**src/rtl/tc_sram_stream_adapter.sv**
```systemverilog
// tc_sram_stream_adapter: valid/ready request front-end for a tc_sram port.
// Reads are tracked through the SRAM latency into a credit-protected response FIFO.
module tc_sram_stream_adapter #(
    parameter  int unsigned NumWords  = 1024,
    parameter  int unsigned DataWidth = 32,
    parameter  int unsigned ByteWidth = 8,
    parameter  int unsigned Latency   = 1,
    parameter  int unsigned RespDepth = 4,
    localparam int unsigned AddrWidth = (NumWords > 1) ? $clog2(NumWords) : 1,
    localparam int unsigned BeWidth   = (DataWidth + ByteWidth - 1) / ByteWidth,
    localparam int unsigned CntWidth  = $clog2(RespDepth + 1)
) (
    input  logic                 clk_i,
    input  logic                 rst_i,
    input  logic                 req_valid_i,
    output logic                 req_ready_o,
    input  logic                 req_we_i,
    input  logic [AddrWidth-1:0] req_addr_i,
    input  logic [DataWidth-1:0] req_wdata_i,
    input  logic [BeWidth-1:0]   req_be_i,
    output logic                 resp_valid_o,
    input  logic                 resp_ready_i,
    output logic [DataWidth-1:0] resp_rdata_o,
    output logic                 sram_req_o,
    output logic                 sram_we_o,
    output logic [AddrWidth-1:0] sram_addr_o,
    output logic [DataWidth-1:0] sram_wdata_o,
    output logic [BeWidth-1:0]   sram_be_o,
    input  logic [DataWidth-1:0] sram_rdata_i,
    output logic [CntWidth-1:0]  outstanding_o
);

    localparam int unsigned PipeW    = (Latency >= 1) ? Latency : 1;
    localparam int unsigned PtrWidth = (RespDepth > 1) ? $clog2(RespDepth) : 1;

    if (Latency < 1) begin : g_bad_latency
        $error("tc_sram_stream_adapter: Latency must be >= 1");
    end
    if (RespDepth < 1) begin : g_bad_depth
        $error("tc_sram_stream_adapter: RespDepth must be >= 1");
    end

    logic [PipeW-1:0]     pipe_q, pipe_d;
    logic [PtrWidth-1:0]  wr_ptr_q, rd_ptr_q;
    logic [CntWidth-1:0]  count_q, outstanding_q;
    logic [DataWidth-1:0] mem_q [RespDepth];
    logic                 credit_ok, read_accept, push, pop;

    function automatic logic [PtrWidth-1:0] ptr_inc(input logic [PtrWidth-1:0] p);
        return (p == PtrWidth'(RespDepth - 1)) ? '0 : p + 1'b1;
    endfunction

    // Credit counts reads in flight plus FIFO occupancy, so a freed slot
    // only becomes usable the cycle after the pop.
    assign credit_ok     = (outstanding_q != CntWidth'(RespDepth));
    assign req_ready_o   = !rst_i && (req_we_i || credit_ok);

    assign sram_req_o    = req_valid_i && req_ready_o;
    assign sram_we_o     = sram_req_o && req_we_i;
    assign sram_addr_o   = sram_req_o ? req_addr_i  : '0;
    assign sram_wdata_o  = sram_req_o ? req_wdata_i : '0;
    assign sram_be_o     = sram_req_o ? req_be_i    : '0;

    assign read_accept   = sram_req_o && !req_we_i;
    assign push          = pipe_q[0];
    assign resp_valid_o  = (count_q != '0);
    assign pop           = resp_valid_o && resp_ready_i;
    assign resp_rdata_o  = mem_q[rd_ptr_q];
    assign outstanding_o = outstanding_q;

    always_comb begin
        pipe_d          = pipe_q >> 1;
        pipe_d[PipeW-1] = pipe_d[PipeW-1] | read_accept;
    end

    always_ff @(posedge clk_i) begin
        if (rst_i) begin
            pipe_q        <= '0;
            wr_ptr_q      <= '0;
            rd_ptr_q      <= '0;
            count_q       <= '0;
            outstanding_q <= '0;
        end else begin
            pipe_q <= pipe_d;
            if (push) wr_ptr_q <= ptr_inc(wr_ptr_q);
            if (pop)  rd_ptr_q <= ptr_inc(rd_ptr_q);
            if (push && !pop)      count_q <= count_q + 1'b1;
            else if (pop && !push) count_q <= count_q - 1'b1;
            if (read_accept && !pop)      outstanding_q <= outstanding_q + 1'b1;
            else if (pop && !read_accept) outstanding_q <= outstanding_q - 1'b1;
        end
    end

    always_ff @(posedge clk_i) begin
        if (!rst_i && push) mem_q[wr_ptr_q] <= sram_rdata_i;
    end

`ifndef SYNTHESIS
    a_no_push_when_full : assert property (@(posedge clk_i) disable iff (rst_i)
        !(push && count_q == CntWidth'(RespDepth)))
        else $error("tc_sram_stream_adapter: push into full response FIFO");

    a_addr_in_range : assert property (@(posedge clk_i) disable iff (rst_i)
        !(sram_req_o && (64'(req_addr_i) >= 64'(NumWords))))
        else $error("tc_sram_stream_adapter: address beyond NumWords");
`endif

endmodule

```
**config.mk**
```make
export PLATFORM = sky130hd
export DESIGN_NAME = tc_sram_stream_adapter
export DESIGN_NICKNAME = d
export VERILOG_FILES = /design/src/rtl/tc_sram_stream_adapter.sv
export SDC_FILE = /design/constraint.sdc
export NUM_CORES = 1
export LEC_CHECK = 0
export ABC_AREA = 0
export CAP_MARGIN = 20
export CORE_UTILIZATION = 46
export CTS_CLUSTER_SIZE = 25
export DETAILED_ROUTE_END_ITERATION = 6
export DONT_BUFFER_PORTS = 1
export PLACE_DENSITY = 0.73
export SYNTH_ARGS = -nofsm -noshare
export SYNTH_HDL_FRONTEND = slang
export SYNTH_SLANG_ARGS = --single-unit
```
**constraint.sdc**
```tcl
create_clock -name clk_i -period 2.8 [get_ports clk_i]
set_input_delay 0.56 -clock clk_i [delete_from_list [all_inputs] [get_ports clk_i]]
set_output_delay 0.56 -clock clk_i [all_outputs]
set_load 0.01 [all_outputs]
```
==> summary.md <==
| Metric | Value |
|---|---|
| Clk_lat worst skew | 0.41 ns |
| Measured slew at the worst slew-check pin | 0.535 ns |
| Final setup violation count | 0 |
| GRT Max-Usage Layer | met2 |
| Seq/Total Area, Yosys | 72.6% |
| Final hold violation count | 0 |
| FP Rows | 40 |
| Status | completed |
| Average size of a mapped cell | 19.9 sq um |
| Netlist cell types | 22 |
| Crit. End Element | output pin |
| Die ar. | 12700 sq um |
| Pins Over Slew Limit | 0 |
| Initial antenna violation count | 1 |
| Overflow after GRT | 0 |
| Io pins | 168 |
| Peak VDD IR | 0.000638 V |
| Async set or reset register ratio after synthesis | 0% |
| Pwr Density | 849 nW/um^2 |
| Buf/Inv on CP | 1 |
| Rel. slew slack | 64.4% |
| Post-route minimum period | 2.49 ns |
| Synth area leader | edfxtp_1 |
| Post-DRT Antenna Nets | 0 |
| Clock root buffer master | clkbuf_16 |
| Main flop type after synthesis | edfxtp_1 |
| CTS Buffer Depth | 2 |
| Final WL | 11.4 mm |
| RSZ-0062 raised after global routing | no |
| Met3 Resource Use GR | 7.77% |
| Ranking of synthesized cells by area | edfxtp_1 68%, mux4_2 13%, and2_1 5.6% |
| FF-to-FF path depth | 7 |
| Initial DRC count | 172 |
| Worst EP required | 2.24 ns |
| WS Path Type | reg2out |
| Post-Syn Nets | 376 |
| Met2 GRT Util | 34.4% |
| Inserted Clock Buffers | 17 |
| Synthesis-to-finish area growth | 13.0% |
| Commonest cells post-synth | 128 x edfxtp_1, 51 x and2_1, 32 x mux4_2, 13 x dfxtp_1, 9 x nor2_1 |
| Critical Path Slowest Stage Cell | dfxtp_1 |
| Crit path largest cell delay | 0.52 ns |
| Core box area | 12000 sq um |
| Hold path cells | 1 |
| RD Place Congestion | 0.864 |
| Max FO, Critical Path | 49 |
| Share of cells above drive strength 1 | 24.1% |
| EDFF count, synth | 128 |
| Fmax | 402 MHz |
| Vias | 2639 |
| Top-count cell post-synth | edfxtp_1 |
| GR Layer Usage met1 | 18.3% |
| Synth top area share | 68.0% |
| H-tree levels | 4 |
| Input/output buffers | 0 |
| Overall power | 5.42 mW |
| 1st-pass router iterations | 5 |
| Global-route wire length before repair | 16.8 mm |
| Post-layout util | 53.2% |
| TNS Setup | 0 ns |
| Cell area after synthesis | 5650 sq um |
| Crit path max-delay family | simple AND/OR/NAND/NOR gates |
| Max_cap viols | 0 |
| DIE WIDTH | 113 um |
| Cts hold-fix bufs | 0 |
| Clk sinks | 141 |
| Leakage | 2.07 nW |
| Synth Instances | 284 |
| Vias in the first global route | 2714 |
| Die Y | 113 um |
| Post CTS Setup Buffer Count | 0 |
| Clock transition at path regs | 0.06 ns |
| Post-route clock period utilization | 88.9% |
| Largest net degree at the start of global routing | 50 |
| Synth warnings | 0 |
| GRT Util Overall | 19.2% |
| Filler Cell Count | 942 |
| Synth Register Bits | 141 |
| Critical path launch point type | flip-flop |
| WP data arrival | 1.93 ns |
| Drc violations | 0 |
| Final Instance Count excl. Fillers | 459 |
| Via density | 5.75 |
| Wire per inst | 24.9 um |
| Layout Nets | 390 |
| Placed Cells | 426 |
| TritonCTS clock tree | done |
| Final Skew | 0.0107 ns |
| Levels on crit path | 4 |
| Post-CTS sizing | 0 |
| Hold crit path type | in2reg |
| Initial Utilization | 47.0% |
| DP HPWL | 8.02 mm |
| Cell chain of the critical path | nor4b_4 -> nor3b_4 -> buf_4 -> and2_1 |
-- state kept, by name, summed over array words and instances, names as in the netlist, named ones only --
signal	count
count_q	3
mem_q	128
rd_ptr_q	2
outstanding_o	3
pipe_q	1
wr_ptr_q	2
-- power breakdown --
part | total, mW | internal, mW | switching, mW
sequential | 2.49 | 2.38 | 0.108
clock | 2.02 | 1.20 | 0.810
combinational | 0.923 | 0.434 | 0.489
-- kinds of logic after synthesis --
kind of cell / after synthesis / share of synthesized area [%]
AO/OA/AOI/OAI: 6 / 0.664
flip-flops: 141 / 72.6
adder cells (fa/ha/maj): 9 / 2.26
buffers and inverters: 17 / 2.28
multiplexers: 37 / 13.6
AND/OR/NAND/NOR: 70 / 7.88
XOR/XNOR: 4 / 0.620
-- cell type report --
type                       count  area (sq um)  share of cell area (%)
sequential                   141          4110                    64.3
multi-input combinational    126          1420                    22.3
clock buffer                  19           433                    6.78
tap                          147           184                    2.88
timing repair buffer           8           123                    1.92
clock inverter                13           100                    1.57
inverter                       4          15.0                   0.235
antenna                        1          2.50                  0.0392
-- layer usage --
metal	up-vias	part of all wire, %
met5	-	0
met2	147	55
met3	25	8.1
met1	1336	33
li1	1131	-
met4	0	4.1
-- through the flow --
step                area [sq um]  worst slack, ns  hold WS (ns)
detailed placement          5850            0.552         0.485
CTS                         6380            0.287         0.191
global placement            5850            0.636         0.478
finish                      6380            0.310         0.210
global route                6380            0.211         0.189
floorplan                   5650            0.392         0.463
-- cells in the final DEF (no fill, tap or decap) --
master        n
edfxtp_1    128
and2_1       47
mux4_2       32
clkbuf_16    17
dfxtp_1      11
nor2_1        9
ha_1          7
mux2i_1       5
buf_12        5
inv_1         4
and2_2        4
or3_1         4
xor2_1        4
clkinv_1      4
a21oi_1       3
clkinvlp_4    3
clkinv_2      3
buf_4         3
and2b_1       2
o21ai_0       2
fa_1          2
dfxtp_2       2
clkbuf_1      2
diode_2       1
nor4b_4       1
nor3b_4       1
nor2b_1       1
o31ai_2       1
nand2_1       1
bufinv_16     1
inv_6         1
clkinv_4      1
-- path summary, 6_finish.rpt --
| kind | startpoint | to | slack [ns] |
|---|---|---|---|
| hold / removal | rst_i | wr_ptr_q[1]$_SDFFE_PP0P_ | 0.21 |
| setup / recovery | outstanding_o[0]$_SDFFE_PP0P_ | sram_wdata_o[24] | 0.31 |
| hold reg to reg | rd_ptr_q[0]$_SDFFE_PP0P_ | flip-flop | 0.50 |
| setup reg to reg | count_q[0]$_SDFFE_PP0P_ | count_q[2]$_SDFFE_PP0P_ | 0.53 |
Note: power is estimated with default switching activity, not from simulation.
